File: src/rtl/argmax_unit.sv
// Final classification stage: scans the FC2 logit memory and reports the winning
// class, the top two logits, their margin and a low-confidence flag on a valid/ready port.
module argmax_unit #(
  parameter int          OUT_DIM       = 10,
  parameter logic [31:0] MARGIN_THRESH = 32'd0,
  localparam int         AW            = (OUT_DIM > 1) ? $clog2(OUT_DIM) : 1
) (
  input  logic               clk,
  input  logic               rst,
  input  logic               start,
  output logic               busy,
  output logic               y_re,
  output logic [AW-1:0]      y_addr,
  input  logic signed [31:0] y_data,
  output logic               out_valid,
  input  logic               out_ready,
  output logic [AW-1:0]      class_idx,
  output logic signed [31:0] max_logit,
  output logic signed [31:0] second_logit,
  output logic [31:0]        margin,
  output logic               low_conf
);
  localparam logic signed [31:0] INT32_MIN = 32'sh8000_0000;
  localparam logic [AW-1:0]      LAST      = AW'(OUT_DIM - 1);

  typedef enum logic [1:0] {S_IDLE, S_SCAN, S_DRAIN, S_RESULT} state_t;

  state_t             state_q;
  logic               vld_p1_q;
  logic [AW-1:0]      idx_p1_q;
  logic signed [31:0] best_q;
  logic signed [31:0] second_q;
  logic [AW-1:0]      bidx_q;

  // best >= second always, so the exact 33-bit difference lies in [0, 2^32-1]
  // and its low 32 bits are the full unsigned margin.
  function automatic logic [31:0] calc_margin(input logic signed [31:0] a,
                                              input logic signed [31:0] b);
    logic signed [32:0] d;
    d = {a[31], a} - {b[31], b};
    return d[31:0];
  endfunction

  function automatic logic below_thresh(input logic [31:0] m);
    return $signed({1'b0, m}) < $signed({1'b0, MARGIN_THRESH});
  endfunction

  // Stage p1: read data arrives with its tag; strictly-greater replacement keeps the lowest index on ties.
  always_ff @(posedge clk) begin
    idx_p1_q <= y_addr;
    if (vld_p1_q) begin
      if (idx_p1_q == '0) begin
        best_q   <= y_data;
        bidx_q   <= '0;
        second_q <= INT32_MIN;
      end else if (y_data > best_q) begin
        second_q <= best_q;
        best_q   <= y_data;
        bidx_q   <= idx_p1_q;
      end else if (y_data > second_q) begin
        second_q <= y_data;
      end
    end
  end

  always_ff @(posedge clk) begin
    if (rst) begin
      state_q      <= S_IDLE;
      vld_p1_q     <= 1'b0;
      busy         <= 1'b0;
      y_re         <= 1'b0;
      y_addr       <= '0;
      out_valid    <= 1'b0;
      class_idx    <= '0;
      max_logit    <= '0;
      second_logit <= '0;
      margin       <= '0;
      low_conf     <= 1'b0;
    end else begin
      vld_p1_q <= y_re;
      case (state_q)
        S_IDLE: begin
          if (start && !out_valid) begin
            y_addr  <= '0;
            y_re    <= 1'b1;
            busy    <= 1'b1;
            state_q <= S_SCAN;
          end
        end
        S_SCAN: begin
          if (y_addr == LAST) begin
            y_re    <= 1'b0;
            state_q <= S_DRAIN;
          end else begin
            y_addr <= y_addr + 1'b1;
          end
        end
        S_DRAIN: begin
          // Tag clear means the final datum was folded in on the previous edge.
          if (!vld_p1_q) begin
            class_idx    <= bidx_q;
            max_logit    <= best_q;
            second_logit <= second_q;
            margin       <= calc_margin(best_q, second_q);
            low_conf     <= below_thresh(calc_margin(best_q, second_q));
            out_valid    <= 1'b1;
            busy         <= 1'b0;
            state_q      <= S_RESULT;
          end
        end
        S_RESULT: begin
          if (out_ready) begin
            out_valid <= 1'b0;
            state_q   <= S_IDLE;
          end
        end
        default: state_q <= S_IDLE;
      endcase
    end
  end
endmodule

File: config.mk
export PLATFORM = sky130hd
export DESIGN_NAME = argmax_unit
export DESIGN_NICKNAME = d
export VERILOG_FILES = /design/src/rtl/argmax_unit.sv
export SDC_FILE = /design/constraint.sdc
export NUM_CORES = 1
export LEC_CHECK = 0
export CAP_MARGIN = 20
export CORE_MARGIN = 5
export CORE_UTILIZATION = 28
export DETAILED_ROUTE_END_ITERATION = 10
export DONT_BUFFER_PORTS = 1
export PLACE_DENSITY = 0.41
export SETUP_SLACK_MARGIN = 0.1
export SYNTH_ARGS = -nofsm -noshare
export SYNTH_HDL_FRONTEND = slang
export SYNTH_SLANG_ARGS = --single-unit
export TNS_END_PERCENT = 1
File: constraint.sdc
create_clock -name clk -period 5.74 [get_ports clk]
set_input_delay 0.574 -clock clk [delete_from_list [all_inputs] [get_ports clk]]
set_output_delay 0.574 -clock clk [all_outputs]
set_load 0.03 [all_outputs]
==> run metrics, run 1 <==
HPWL Detailed 22900 um; Layout Nets 1214; CP bufs+invs 2; final slew viol count 0; Worst Setup End Kind register; CTS tree done; Initial Utilization 0.281; Top FF cell, synth dfxtp_1; Yosys Warn Count 0; later-pin clock latency in the skew report 0.45 ns; peak supply drop 236 uV; Lkg Pwr 4.28 nW; Longest Clk Path Bufs 2; Final Non-Filler Cells 1549; clock sink count 182; Max Fclk 260 MHz; Area growth, synth to finish 9.61%; min cycle time layout 3.85 ns; crit-path max FO 34; GRT Overall Usage 0.156; pwr dens 440 mW/mm2; # rows 69; Vias 7579; number of max-cap violations 0; count of cell types in the netlist 67; number of synthesized flops with an enable pin 68; total negative slack 0 ns; asr flop ratio synth 0; Pre-antenna DRT Iters 5; Die H 198 um; drt initial violations 411; largest stage delay on the critical path 0.58 ns; post-route cell area 0.0109 mm2; # Post-CTS Setup Buffers 0; share of cells above drive strength 1 0.0460; CTS root buffer clkbuf_16; syn_area_per_cell 9.01 um2; clock-pin slew on the worst setup and hold paths 0.07 ns; Synth Cell Area 0.00991 mm2; CP max-delay cell mux2_4; H-tree Lvls 4; Period Utilization, post-route 0.671; Least-Margin Pin Slew 0.741 ns; CTS buffer count 17; unrepaired setup endpoints after global routing no; worst hold slack 0.184 ns; status complete, no violations; Hold-fix buffers, CTS 0; Port Buf Inserts 0; gate count of the mapped netlist 1100; Setup Skew 0.0119 ns; Cells after DPL 1517; worst hold path class in -> reg; DRC errors left 0; number of global-route vias before repair 7534; WL/cell 19.8 um; delay-heaviest family, CP compound AO/OA/AOI/OAI gates; CP Class reg -> reg; Detail Route Antenna Nets 0; largest net degree at the start of global routing 107; total grt overflow 0; Die Width 198 um; first-pass GRT wire length 47100 um; routability congestion estimate 0.816; Ant. Diodes 0; Seq/Total Area, Yosys 0.436; Power, Total 4.77 mW; Floorplan Core Area 0.0352 mm2; total die area 0.0393 mm2; Finish-stage setup viols 0; crit start category register; synthesized net count 1239; critical path arrival 3.97 ns; Rel. slew slack 0.499; CTS resizes 0; vias per cell 4.89; Hold Violations, Final 0; synthesized flop and latch total 182; Worst EP required 5.86 ns; Post-Route WL 30700 um; initial antenna violation count 0; # IOs 144; area post-placement 0.0103 mm2; critical path, cell by cell inv_1, ha_1, a21oi_1, o21ai_1, a2111oi_1, o211ai_1, a311oi_2, mux2_4, a21boi_4, o21bai_2, buf_4
[report_power, final]
part | internal, mW | total, mW | switching [mW]
Clock | 0.607 | 1.14 | 0.536
Sequential | 1.62 | 2.13 | 0.515
Combinational | 0.531 | 1.50 | 0.968
[placed cells by master, fill, tap and decap left out, types with 3 or more instances in the layout]
cell,synthesis,routed
o21ai_1,8,8
nand4_1,20,20
a21oi_1,139,139
o21bai_1,7,6
or4_1,3,3
nor2b_1,8,7
a211oi_1,5,5
xor2_1,10,10
a21o_1,21,21
or3_1,5,5
o211ai_1,12,12
and3_1,5,5
mux2i_1,36,36
nand3_1,24,24
edfxtp_1,68,68
xnor2_1,9,9
inv_1,77,77
inv_4,0,6
a22oi_1,3,3
buf_4,1,5
nor2_1,73,73
clkbuf_16,0,18
a31oi_1,5,5
ha_1,102,102
o21a_1,6,6
o21ai_0,30,30
nor3_1,5,5
nand2b_1,8,7
dfxtp_1,114,114
clkbuf_1,44,3
nand2_1,203,203
[final cells by class]
cell class	count	area (um2)
clock buffers	23	489
repair buffers	5	37.5
well taps	461	577
fillers	3754	24400
clock inverters	9	60.1
flip-flops and latches	182	4320
multi-input cells	792	5080
inverters	77	289
[synthesized netlist by cell type, drive strengths merged (3+ instances only)]
cell type	number	area [um2]
buf	5	82.6
or4	3	22.5
dfxtp	114	2280
or2	3	18.8
and3	5	31.3
edfxtp	68	2040
nand4	21	138
nor2	73	274
clkbuf	44	165
ha	102	1280
or3	5	31.3
o21a	6	45.0
a22oi	3	22.5
nor4	3	25.0
a211oi	6	50.1
a21o	21	158
a31oi	5	31.3
mux2i	36	360
nor2b	8	50.1
nand3	24	120
a21boi	4	30.0
xnor2	9	78.8
o21bai	7	52.6
xor2	10	87.6
nand2	203	762
o211ai	12	90.1
a21oi	139	696
o21ai	38	190
nor3	5	25.0
nand2b	8	50.1
inv	77	289
[state kept, by name, summed over array words and instances (netlist names)]
name and cells:
best_q 32, margin 32, max_logit 32, second_logit 32, second_q 32, bidx_q 4, class_idx 4, idx_p1_q 4
y_addr 4, state_q 2, busy 1, out_valid 1, vld_p1_q 1, y_re 1
[metal layers]
metal | GRT usage | vias up | share of wire
met5 | 0 | - | 0
met4 | 0.0408 | 0 | 0.012
met3 | 0.0529 | 20 | 0.073
met2 | 0.233 | 129 | 0.43
met1 | 0.218 | 3627 | 0.48
li1 | - | 3803 | -
[per-stage QoR]
| stage | utilization | setup slack (ns) |
|---|---|---|
| 4_1_cts | 0.308 | 1.82 |
| 2_1_floorplan | - | 0.264 |
| 6_report | 0.308 | 1.89 |
| 3_3_place_gp | 0.293 | 1.79 |
| 3_5_place_dp | 0.293 | 1.71 |
| 5_1_grt | 0.308 | 1.67 |
[path summary, 6_finish.rpt]
| check | startpoint | end | slack, ns | cells past startpoint |
|---|---|---|---|---|
| worst min-delay path | rst | margin[23]$_SDFFE_PP0P_ | 0.18 | 1 |
| worst max-delay path | best_q[19]$_DFFE_PP_ | second_q[7]$_SDFFCE_PP0P_ | 1.89 | 11 |
| worst max register to register | best_q[19]$_DFFE_PP_ | second_q[7]$_SDFFCE_PP0P_ | 1.89 | 11 |
| worst min register to register | idx_p1_q[2]$_DFF_P_ | bidx_q[2]$_SDFFCE_PP0P_ | 0.47 | 0 |
[logic make-up after synthesis]
| kind of cell | count (synthesis) | synth area share |
|---|---|---|
| mux | 37 | 0.0379 |
| fa+ha+maj | 103 | 0.131 |
| compound gates | 263 | 0.161 |
| flops | 182 | 0.436 |
| buf+inv | 126 | 0.0542 |
| xor+xnor | 19 | 0.0168 |
| other cells | 1 | 0.000378 |
| simple gates | 369 | 0.163 |
[worst register-to-register path: stages (launching register included)]
cell       delay, ns
edfxtp_1        0.42
inv_1           0.06
ha_1            0.31
a21oi_1         0.15
o21ai_1         0.13
a2111oi_1       0.37
o211ai_1        0.19
a311oi_2        0.31
mux2_4          0.58
a21boi_4        0.22
o21bai_2        0.33
buf_4           0.44
Note: power is estimated with default switching activity, not from simulation.
==> run 2, diff against run 1 <==
--- a/config.mk
+++ b/config.mk
@@ -10,7 +10,7 @@
 export CORE_UTILIZATION = 28
 export DETAILED_ROUTE_END_ITERATION = 10
 export DONT_BUFFER_PORTS = 1
-export PLACE_DENSITY = 0.41
+export PLACE_DENSITY = 0.39
 export SETUP_SLACK_MARGIN = 0.1
 export SYNTH_ARGS = -nofsm -noshare
 export SYNTH_HDL_FRONTEND = slang
==> constraint.sdc (replaced) <==
create_clock -name clk -period 3.64 [get_ports clk]
set_input_delay 0.364 -clock clk [delete_from_list [all_inputs] [get_ports clk]]
set_output_delay 0.364 -clock clk [all_outputs]
set_load 0.03 [all_outputs]
==> run metrics, run 2 (same netlist as run 1, synthesis figures left out) <==
status complete, no violations; CTS tree done; Longest Clk Path Bufs 2; Die Width 198 um; Least-Margin Pin Slew 0.814 ns; Routed met1 length 16600 um; crit-path max FO 22; critical path arrival 3.63 ns; Pre-antenna DRT Iters 4; Period Utilization, post-route 0.957; unrepaired setup endpoints after global routing yes; worst hold path class in -> reg; Cells after DPL 1524; largest net degree at the start of global routing 94; crit start category register; r2r endpoint second_q[21]$_SDFFCE_PP0P_; clock-pin slew on the worst setup and hold paths 0.07 ns; DRC errors left 0; WL/cell 20.9 um; routed wl met3 1910 um; # IOs 144; Detail Route Antenna Nets 0; initial antenna violation count 1; Die H 198 um; commonest non-fill, non-tap cell in the layout nand2_1; routability congestion estimate 0.779; Hold Crit Start rst; Vias 7812; total grt overflow 0; crit path launch best_q[14]$_DFFE_PP_; routed length on met2 14500 um; Top Layer Used met4; critical path, cell by cell inv_1, ha_1, nand4_2, nor4_2, a21bo_1, o211ai_1, a311oi_2, mux2_4, a21boi_4, o21bai_4, buf_12; peak supply drop 376 uV; min cycle time layout 3.49 ns; final slew viol count 0; Port Buf Inserts 0; pwr dens 678 mW/mm2; R2R depth 11; CP max-delay cell nor4_2; H-tree Lvls 4; Finish-stage setup viols 0; # rows 69; worst r2r src best_q[14]$_DFFE_PP_; CTS buffer count 17; later-pin clock latency in the skew report 0.45 ns; Area growth, synth to finish 14.7%; number of global-route vias before repair 7716; CP Class reg -> reg; Layout Nets 1258; Lkg Pwr 4.49 nW; Final Non-Filler Cells 1593; commonest non-fill, non-tap cells in the layout nand2_1 (203), a21oi_1 (139), dfxtp_1 (114); Worst Setup EP second_q[21]$_SDFFCE_PP0P_; CTS root buffer clkbuf_16; share of cells above drive strength 1 0.0539; HPWL Detailed 23200 um; Max Fclk 287 MHz; clock sink count 182; vias per cell 4.90; worst hold slack 0.0404 ns; largest stage delay on the critical path 0.52 ns; Ant. Diodes 0; Hold Violations, Final 0; Worst EP required 3.79 ns; GRT Overall Usage 0.170; Rel. slew slack 0.456; total die area 0.0393 mm2; Initial Utilization 0.281; flop2flop setup slack 0.15 ns; number of max-cap violations 0; Post-Route WL 33400 um; first-pass GRT wire length 50300 um; drt initial violations 474; Setup Skew 0.0107 ns; Floorplan Core Area 0.0352 mm2; fillcell total 3732; Worst Setup End Kind register
==> run 2: cell count changes in the layout (fill, tap and decap cells not counted) <==
cell / change
buf_12: +3
buf_16: +1
buf_4: +3
buf_6: +2
clkbuf_1: -2
clkbuf_8: +1
clkinv_2: +3
clkinv_4: +3
clkinvlp_4: +1
dlygate4sd3_1: +35
inv_4: -5
inv_6: -1
o21bai_2: -1
o21bai_4: +1
==> run 2: through the flow <==
step | power [mW] | worst slack (ns) | area, um2 | TNS, ns | utilization
finish | 7.71 | 0.155 | 11400 | 0 | 0.323
global route | 8.25 | 0.0613 | 11400 | 0 | 0.323
CTS | 7.84 | 0.101 | 11400 | 0 | 0.323
detailed placement | 5.90 | 0.116 | 10400 | 0 | 0.295
global placement | 5.88 | 0.0828 | 10400 | 0 | 0.295
floorplan | 5.07 | -0.0326 | 9930 | -1.04 | -
==> run 2: layer usage <==
layer	vias to the layer above	track usage
li1	3903	-
met1	3754	0.249
met2	136	0.249
met3	19	0.0451
met4	0	0.0398
met5	-	0
==> run 2: timing repair <==
action,4_1_cts,5_1_grt
setup buffers,0,0
resized for setup,1,1
setup endpoints to repair,36,54
hold buffers,37,0
hold endpoints to repair,84,0
gates cloned,0,0
pin swaps,0,0
==> run 2: worst min-delay path by stage <==
stage / cells after the start / end
3_3_place_gp: 1 / second_logit[20]$_SDFFE_PP0P_
5_1_grt: 1 / margin[19]$_SDFFE_PP0P_
6_report: 1 / margin[19]$_SDFFE_PP0P_
2_1_floorplan: 0 / best_q[0]$_DFFE_PP_
4_1_cts: 1 / margin[19]$_SDFFE_PP0P_
3_5_place_dp: 1 / second_logit[18]$_SDFFE_PP0P_
==> run 2: layout make-up <==
| class | instances | area, um2 | share of cell area |
|---|---|---|---|
| multi-input cells | 792 | 5090 | 0.448 |
| flip-flops and latches | 182 | 4320 | 0.380 |
| well taps | 461 | 577 | 0.0507 |
| repair buffers | 49 | 520 | 0.0458 |
| clock buffers | 22 | 495 | 0.0436 |
| inverters | 77 | 289 | 0.0254 |
| clock inverters | 10 | 68.8 | 0.00605 |
==> run 2: power by group <==
group,switching [mW],internal [mW]
sequential,0.792,2.55
combinational,1.62,0.910
clock,0.868,0.971
total,3.28,4.43
==> run 2: critical path, delay by kind of cell (launching register included) <==
family	cells	cell delay [ns]
compound gates	5	1.01
fa+ha+maj	1	0.32
simple gates	2	0.66
mux	1	0.36
flops	1	0.47
buf+inv	2	0.34
